**src/rtl/serial_add_ctrl.sv**
```systemverilog
// Bit-serial adder: one full_adder cell, LSB first, one bit per clk.
// Define SERIAL_ADD_SUB_EN to add the 'sub' port (a - b, cout=1 means no borrow).

module full_adder (
    input  logic a,
    input  logic b,
    input  logic cin,
    output logic c,
    output logic cout
);
    assign c    = a ^ b ^ cin;
    assign cout = (a & b) | (cin & (a ^ b));
endmodule

module serial_add_ctrl #(
    parameter int WIDTH = 8
) (
    input  logic             clk,
    input  logic             rst_n,
    input  logic             start,
    input  logic [WIDTH-1:0] a,
    input  logic [WIDTH-1:0] b,
    input  logic             cin,
`ifdef SERIAL_ADD_SUB_EN
    input  logic             sub,
`endif
    output logic             busy,
    output logic             done,
    output logic [WIDTH-1:0] sum,
    output logic             cout
);
    localparam int CNT_W = $clog2(WIDTH);
    localparam logic [CNT_W-1:0] CNT_LAST = CNT_W'(WIDTH - 1);

    typedef enum logic [1:0] {
        S_IDLE = 2'd0,
        S_RUN  = 2'd1,
        S_DONE = 2'd2
    } state_t;

    state_t           r_state;
    logic [WIDTH-1:0] r_sh_a;
    logic [WIDTH-1:0] r_sh_b;
    logic [WIDTH-1:0] r_sh_s;
    logic [WIDTH-1:0] r_sum;
    logic             r_carry;
    logic             r_cout;
    logic             r_done;
    logic [CNT_W-1:0] r_cnt;

    logic w_fa_b;
    logic w_fa_c;
    logic w_fa_cout;

`ifdef SERIAL_ADD_SUB_EN
    logic r_sub;
    // Subtract as a + ~b + 1: invert B here, carry preloaded with 1 at start.
    assign w_fa_b = r_sh_b[0] ^ r_sub;
`else
    assign w_fa_b = r_sh_b[0];
`endif

    full_adder u_fa (
        .a    (r_sh_a[0]),
        .b    (w_fa_b),
        .cin  (r_carry),
        .c    (w_fa_c),
        .cout (w_fa_cout)
    );

    always_ff @(posedge clk or negedge rst_n) begin
        if (!rst_n) begin
            r_state <= S_IDLE;
            r_sh_a  <= '0;
            r_sh_b  <= '0;
            r_sh_s  <= '0;
            r_sum   <= '0;
            r_carry <= 1'b0;
            r_cout  <= 1'b0;
            r_done  <= 1'b0;
            r_cnt   <= '0;
`ifdef SERIAL_ADD_SUB_EN
            r_sub   <= 1'b0;
`endif
        end else begin
            r_done <= 1'b0;
            case (r_state)
                S_IDLE: begin
                    if (start) begin
                        r_sh_a  <= a;
                        r_sh_b  <= b;
                        r_cnt   <= '0;
`ifdef SERIAL_ADD_SUB_EN
                        r_sub   <= sub;
                        r_carry <= sub ? 1'b1 : cin;
`else
                        r_carry <= cin;
`endif
                        r_state <= S_RUN;
                    end
                end
                S_RUN: begin
                    r_carry <= w_fa_cout;
                    r_sh_s  <= {w_fa_c, r_sh_s[WIDTH-1:1]};
                    r_sh_a  <= {1'b0, r_sh_a[WIDTH-1:1]};
                    r_sh_b  <= {1'b0, r_sh_b[WIDTH-1:1]};
                    if (r_cnt == CNT_LAST) begin
                        // Last bit: publish the finished word as DONE is entered.
                        r_cnt   <= '0;
                        r_sum   <= {w_fa_c, r_sh_s[WIDTH-1:1]};
                        r_cout  <= w_fa_cout;
                        r_done  <= 1'b1;
                        r_state <= S_DONE;
                    end else begin
                        r_cnt <= r_cnt + 1'b1;
                    end
                end
                S_DONE: begin
                    r_state <= S_IDLE;
                end
                default: begin
                    r_state <= S_IDLE;
                end
            endcase
        end
    end

    assign busy = (r_state == S_RUN);
    assign done = r_done;
    assign sum  = r_sum;
    assign cout = r_cout;

endmodule

```
**config.mk**
```make
export PLATFORM = sky130hd
export DESIGN_NAME = serial_add_ctrl
export DESIGN_NICKNAME = d
export VERILOG_FILES = /design/src/rtl/serial_add_ctrl.sv
export SDC_FILE = /design/constraint.sdc
export NUM_CORES = 1
export LEC_CHECK = 0
export ABC_AREA = 1
export CAP_MARGIN = 25
export CORE_AREA = 2 2 62 64
export CTS_BUF_LIST = sky130_fd_sc_hd__clkbuf_8
export CTS_CLUSTER_SIZE = 28
export DETAILED_ROUTE_END_ITERATION = 8
export DIE_AREA = 0 0 64 66
export PLACE_DENSITY = 0.82
export SETUP_SLACK_MARGIN = 0.15
export SLEW_MARGIN = 15
export SYNTH_ARGS = -nofsm -noshare
export SYNTH_HDL_FRONTEND = slang
export SYNTH_HIERARCHICAL = 1
export SYNTH_SLANG_ARGS = --single-unit
```
**constraint.sdc**
```tcl
create_clock -name clk -period 1.5 [get_ports clk]
set_input_delay 0.45 -clock clk [delete_from_list [all_inputs] [get_ports clk]]
set_output_delay 0.45 -clock clk [all_outputs]
set_load 0.02 [all_outputs]
```
# ---- Word-level counts from Yosys, hierarchy flattened
# Index checks and enable logic that the tools add are counted.
dict set report totals {
  reg_bits 40
  input_bits 20
  output_inout_bits 11
  word_cells 38
}
dict set report op_classes {
  add_sub_neg 1
  n_eq_ne 4
  muxes 14
  bitwise 5
  reduce_logical 5
}
# operator count
set ops {}
lappend ops {{8-bit one-hot mux with 2 select lines} 2}
lappend ops {{8-bit 2-to-1 mux} 2}
lappend ops {{3-bit 2-to-1 mux} 2}
lappend ops {{3-bit one-hot mux with 2 select lines} 1}
lappend ops {{2-bit AND reduction} 3}
lappend ops {{2-bit 2-to-1 mux} 2}
lappend ops {{2-bit one-hot mux with 2 select lines} 1}
lappend ops {{3-bit by 1-bit adder with 3-bit output, second input constant} 1}
lappend ops {{3-bit == test, second input constant} 1}
lappend ops {{1-bit 2-to-1 mux} 3}
lappend ops {{1-bit bitwise AND} 2}
lappend ops {{2-bit by 1-bit == test with 1-bit output, second input constant} 1}
lappend ops {{2-bit logical NOT} 1}
lappend ops {{2-bit by 1-bit inequality test with 1-bit output, second input constant} 1}
lappend ops {{2-bit inequality test, second input constant} 1}
lappend ops {{1-bit one-hot mux with 2 select lines} 1}
lappend ops {{2-bit nonzero test} 1}
lappend ops {{1-bit XOR} 2}
lappend ops {{1-bit bitwise OR} 1}

# ---- Longest topological paths before layout
# Gate-level depths: netlist of the first run.
dict set report depth {
  depth_word 4
  depth_mapped 7
  ltp_nobuf 6
}

# ---- Modules after synthesis
# Netlist of the first run, hierarchy kept.
# module n_inst cells_each area_per_inst_um2 seq_area_each_um2
set by_module_without_submodules {}
lappend by_module_without_submodules {serial_add_ctrl 1 222 1846.8 975.9}
lappend by_module_without_submodules {full_adder 1 1 20.0 0.0}

# ---- Least setup slack after synthesis of the first run
# Ideal clock, no wire load.
dict set report synth_timing {
  kind {register -> register}
  start {register r_cnt[0]}
  end {register r_sum[2], in the netlist sum[2]}
  setup_ns 0.076
  arrival_time_ns 1.137
  required_ns 1.424
  path_slack_ns 0.287
  path_stages_with_launch 7
  path_buffers 1
  synth_period_minus_slack_ns 1.213
  path_cell_list {dfrtp_1 > ha_1 > ha_1 > nand2_4 > buf_6 > nand2_1 > o21ai_1}
}
dict set report synth_via {
  elab_chain_cells 2
}
# element line
set synth_rtl {}
lappend synth_rtl {{start: declaration} 49} ;# logic [CNT_W-1:0] r_cnt;
lappend synth_rtl {{start signal: assignment} 115} ;# r_cnt <= r_cnt + 1'b1;
lappend synth_rtl {{3-bit == test} 107} ;# if (r_cnt == CNT_LAST) begin
lappend synth_rtl {{2-bit AND reduction (no line)} --}
lappend synth_rtl {{end signal: assignment} 110} ;# r_sum <= {w_fa_c, r_sh_s[WIDTH-1:1]};
lappend synth_rtl {{end: declaration} 45} ;# logic [WIDTH-1:0] r_sum;
# Every way passes these cells.
# A chain may end at the register's enable or synchronous reset.

# ---- Worst setup path after layout of the first run
dict set report layout_timing {
  start {register r_state[1]}
  end {output port busy}
}
dict set report layout_via {
  elab_chain_cells 1
}
# element line
set layout_rtl {}
lappend layout_rtl {{start: declaration} 41} ;# state_t r_state;
lappend layout_rtl {{start signal: assignment} 73} ;# r_state <= S_IDLE;
lappend layout_rtl {{start signal: assignment} 99} ;# r_state <= S_RUN;
lappend layout_rtl {{start signal: assignment} 113} ;# r_state <= S_DONE;
lappend layout_rtl {{2-bit by 1-bit == test with 1-bit output} 128} ;# assign busy = (r_state == S_RUN);
lappend layout_rtl {{end: declaration} 27} ;# output logic busy,
# Every way passes these cells.

==> results of run 1 <==
worst max-delay path, delay by kind of cell, from the launching register on:
kind | cells | cell delay, ns
buf+inv | 1 | 0.12
flops | 1 | 0.41
simple gates | 1 | 0.13
worst max-delay path by stage:
stage                           from   endpoint  slack (ns)  cells after the start
after global placement         start  r_sh_b[3]       -0.11                      5
final                     r_state[1]       busy        0.10                      2
after global routing      r_state[1]       busy        0.06                      2
after floorplan             r_cnt[0]     sum[2]        0.29                      6
after detailed placement       start  r_sh_a[7]       -0.16                      4
after CTS                 r_state[0]       busy        0.09                      3
where the power goes:
group	internal [mW]	leakage [nW]	switching [mW]
clock network	0.312	0.0505	0.351
logic	0.816	0.754	1.23
registers	1.52	0.485	0.255
through the flow:
step,std cells,TNS [ns]
final,315,0
after global routing,315,0
after CTS,312,0
after detailed placement,299,-2.618
after global placement,299,-1.878
after floorplan,223,0
cells in the mapped netlist (all sizes together):
| library cell | n | area share [%] |
|---|---|---|
| inv | 44 | 8.8 |
| ha | 2 | 1.3 |
| nand2 | 75 | 16 |
| nor2 | 1 | 0.60 |
| fa | 1 | 1.1 |
| nand3 | 32 | 8.6 |
| clkbuf | 1 | 0.20 |
| buf | 8 | 4.0 |
| o21ai | 20 | 7.4 |
| dfrtp | 39 | 52 |
cells by family after synthesis:
logic type,count (synthesis)
adder cells (fa/ha/maj),3
AO/OA/AOI/OAI,20
AND/OR/NAND/NOR,108
buffers and inverters,53
flip-flops,39
area by class of cell:
cell class | instances | area (sq um)
clock inverter | 3 | 12.51
fill | 287 | 1236
timing repair buffer | 44 | 367.9
multi-input combinational | 132 | 661.9
clock buffer | 5 | 68.82
inverter | 44 | 167.7
sequential | 39 | 975.9
tap | 48 | 60.06
state kept, by name, indices dropped and copies added, names as in the netlist:
signal / cells
r_sh_a: 8
done: 1
r_carry: 1
cout: 1
r_sh_s: 7
r_cnt: 3
r_sh_b: 8
sum: 8
r_state: 2
routing by layer:
layer / vias to the layer above / wire [um] / GRT usage (%)
li1: 762 / - / -
met5: - / 0 / 0
met4: 0 / 63 / 7.880
met3: 6 / 186 / 5.963
met1: 709 / 1698 / 24.94
met2: 34 / 1628 / 28.78
timing repair:
action	in CTS	in global routing
pin swaps	2	3
setup endpoints to repair	13	32
cloned	0	1
gates resized for setup	47	4
setup buffers	5	2
==> impl_metrics.json, run 1 <==
{
  "critical_path_required_ns": 1.05,
  "clock_latency_on_the_worst_skew_pair_ns": 0.29,
  "measured_slew_at_the_worst_slew_check_pin_ns": 0.2064,
  "number_of_port_buffers": 30,
  "synth_compound_area_share_pct": 7.373,
  "detailedPlacementHpwl_um": 2329,
  "grt_max_degree": 40,
  "timing.reg2reg.worst_path_depth": 6,
  "synthXorXnorAreaFrac_pct": 0,
  "timing.final.crit_share_pct": 93.04,
  "pwr_density_cell_mw_per_mm2": 1939,
  "numCtsBuffers": 5,
  "timing.final.hold_violations": 0,
  "fmax_ghz": 0.7166,
  "syn_inst": 223,
  "reg2reg_setup_slack_ns": 0.25,
  "cts_hold_buffers_added": 0,
  "setup_repair_after_global_routing_missed_its_margin": "yes",
  "max_cap_viol": 0,
  "worst_setup_path_start_kind": "flip-flop",
  "mappedNetlistArea_sq_mm": 0.001867,
  "worst-setup-path-type": "reg -> out",
  "library_cell_contributing_the_largest_single_delay_on_the_critical_path": "sky130_fd_sc_hd__dfrtp_1",
  "synthesized_area_per_cell_sq_um": 8.371,
  "syn-num-nets": 246,
  "clock_tree.buffer_depth": 2,
  "drt_pass1_iterations": 4,
  "routed_wirelength_um": 3576,
  "placementRows": 22,
  "die_w_um": 64,
  "outcome": "completed",
  "cp_data_arrival_time_ns": 0.95,
  "report.power.total_mw": 4.488,
  "synthAdderAreaFrac_pct": 2.413,
  "max_slew_margin_pct": 86.24,
  "irDropWorstVdd_mv": 1.177,
  "drt.antenna.violating_nets": 0,
  "via_count_of_the_first_global_routing_pass": 1376,
  "final.setup_skew_ns": 0.004202,
  "grt_pass1_wl_um": 6016,
  "finalNetCount": 289,
  "dr_total_vias": 1511,
  "antenna_cells": 0,
  "setup_viol_count_final": 0,
  "synth.yosys.warnings": 6,
  "layout-area-overhead-vs-synth_pct": 23.99,
  "cts_tree": "built",
  "die_y_um": 66,
  "dpl_cell_area_sq_mm": 0.002210,
  "drc": 0,
  "global_route.overflow_total": 0,
  "cellLeakagePower_nw": 1.290,
  "fraction_of_final_layout_cells_with_drive_strength_greater_than_1_pct": 17.98,
  "worst_setup_slack_final_ns": 0.1044,
  "timing_max_transition_violations_final": 0,
  "hp-class": "in -> async",
  "fin_crit_ns": 1.396,
  "cts.root.buffer_cell": "sky130_fd_sc_hd__clkbuf_8",
  "final_core_util_pct": 65.19,
  "avgRoutedWirePerCell_um": 11.35,
  "timing.critical_path.slowest_cell_delay_ns": 0.41,
  "worst_r2r_endpoint": "r_sh_s[6]",
  "crit_path_max_fanout": 2,
  "dp_worst_setup_slack_ns": -0.1600,
  "commonest_cells_after_routing_fill_and_taps_aside": "sky130_fd_sc_hd__nand2_1 (72), sky130_fd_sc_hd__inv_1 (44), sky130_fd_sc_hd__dfrtp_1 (39)",
  "muxShareOfSynthArea_pct": 0,
  "crit_chain": "nor2_4 -> buf_6",
  "drt-initial-drc-count": 79,
  "start_util_pct": 52.57,
  "grtUsageTotal_pct": 18.87,
  "r2r-start": "r_state[1]",
  "die_area_sq_mm": 0.004224,
  "postSynthRegisterBits": 39,
  "cp-end-kind": "output pin",
  "core-area_sq_mm": 0.003551,
  "synth_simple_gate_area_share_pct": 24.93,
  "synth_cell_type_count": 18,
  "antenna_found_initial": 0,
  "clk_transition_reported_paths_ns": 0.07,
  "synth_top_family_by_area": "simple AND/OR/NAND/NOR gates",
  "postLayoutCellArea_sq_mm": 0.002315,
  "drt-vias-per-instance": 4.797,
  "ios": 31,
  "fin_worst_hold_slack_ns": 0.1106,
  "clock_tree.htree_level_count": 2,
  "ys_seq_area_share_pct": 52.28,
  "placer_congestion_estimate": 0.7579,
  "mostFrequentLayoutCell": "sky130_fd_sc_hd__nand2_1",
  "cts_num_sinks": 39
}
(Power assumes the default switching activity.)
==> inputs of run 2 (changes only) <==
--- a/config.mk
+++ b/config.mk
@@ -12,6 +12,7 @@
 export CTS_CLUSTER_SIZE = 28
 export DETAILED_ROUTE_END_ITERATION = 8
 export DIE_AREA = 0 0 64 66
+export HOLD_SLACK_MARGIN = 0.02
 export PLACE_DENSITY = 0.82
 export SETUP_SLACK_MARGIN = 0.15
 export SLEW_MARGIN = 15
==> results of run 2 <==
The final DEF is identical to that of run 1; final timing and power are the same.
==> RTL change: new RTL, flow settings as in run 1 <==
Add a define of `SERIAL_ADD_SUB_EN`.
--- a/src/rtl/serial_add_ctrl.sv
+++ b/src/rtl/serial_add_ctrl.sv
@@ -1,4 +1,6 @@
 // Bit-serial adder: one full_adder cell, LSB first, one bit per clk.
 // Define SERIAL_ADD_SUB_EN to add the 'sub' port (a - b, cout=1 means no borrow).
+
+`define SERIAL_ADD_SUB_EN
 
 module full_adder (
Interface: changed (added sub); port bits go from 31 to 32. The function was not compared with the original's and may differ.
==> RTL change against run 1 <==
- first-iteration DRC count shrank 19%
- total power decreased by 1.2%
- highest routed layer unchanged
- area after synthesis shrank 2.3%
- sequential cell count grew 1
- synthesized cell count fell by 3.6%
- final area down 1.7%
- routed wire length decreased by 1.4%
- worst hold slack worse by 56 ps
- worst setup slack got worse by 51 ps
==> RTL change: results (changes against run 1) <==
metric	value	unit	change
status	finished, final reports clean		
total_leakage_power	0.001241	µW	-3.8%
gp_routability_congestion	0.7549		-0.40%
vdd_ir_drop_max	1.128	mV	-4.2%
grt_pass1_vias	1371		-0.36%
routed_wirelength	3526	µm	-1.4%
grt.met2_usage	29.43	%	+0.65 points
place_inst	293		-2.0%
r2r-start	r_sub		
drive_gt1_share	16.93	%	-1.0 points
synth_top_cells_by_count	108 x sky130_fd_sc_hd__nand2_1, 40 x sky130_fd_sc_hd__dfrtp_1, 18 x sky130_fd_sc_hd__nand3_1, 13 x sky130_fd_sc_hd__inv_1, 9 x sky130_fd_sc_hd__o21ai_0		
globalRouteMet3Util	4.770	%	-1.2 points
synth_top_cells_by_area	sky130_fd_sc_hd__dfrtp_1 55%, sky130_fd_sc_hd__nand2_1 22%, sky130_fd_sc_hd__nand3_1 4.9%		
synth_fa_ha_area_share	2.469	%	+0.056 points
worstReg2RegEnd	r_sh_s[7]		
vias_per_cell	4.894		+2.0%
reg2reg_depth	4		-2
cts.htree.levels	2		unchanged
fillerInstances	293		+2.1%
insertion_delay	300	ps	
synth_cells	215		-3.6%
route.layer.met1.wl	1576	µm	-7.2%
routed-wl-met2	1671	µm	+2.6%
met3WireLength	183	µm	-1.6%
dp_hpwl	2345	µm	+0.67%
synth.net_count	239		-2.8%
io_buffers	31		+3.3%
max_slew.worst_pin.slew	429.8	ps	+223.4 ps
grt.total_usage	18.67	%	-0.20 points
cp.arrival	1000	ps	+50 ps
synth_cell_types	17		-1
drtIter0Drc	64		-19%
achievable-frequency	0.6915	GHz	-3.5%
synth_xor_area_share	0.4801	%	+0.48 points
ff2ff_setup_slack	150	ps	-100 ps
finalNonFillerCells	302		-4.1%
-- RTL change: changes by cell type in the layout (fill, tap and decap cells not counted), sizes merged, moves of 3 or more --
cell	run 1	this run
nand3	32	18
inv	46	16
buf	26	22
nand2	76	110
o21ai	20	17
-- RTL change: what timing repair did --
| action | 4_1_cts | 5_1_grt |
|---|---|---|
| buffers inserted | 0 | 2 |
| endpoints found under the setup margin | 13 | 25 |
| pin swaps | 5 | 4 |
| resized for setup | 48 | 2 |
-- RTL change: cell type report --
type	instances	area (µm²)	share of cell area, %
sequential	40	1001	43.98
multi-input combinational	151	705.7	31.01
clock buffer	5	68.82	3.024
timing repair buffer	41	372.9	16.38
clock inverter	2	8.758	0.3848
inverter	15	58.81	2.584
tap	48	60.06	2.639
-- RTL change: power by group --
| part | internal [µW] | switching (µW) |
|---|---|---|
| clock network | 309 | 356 |
| registers | 1540 | 260 |
| logic | 747 | 1220 |
| total | 2600 | 1840 |
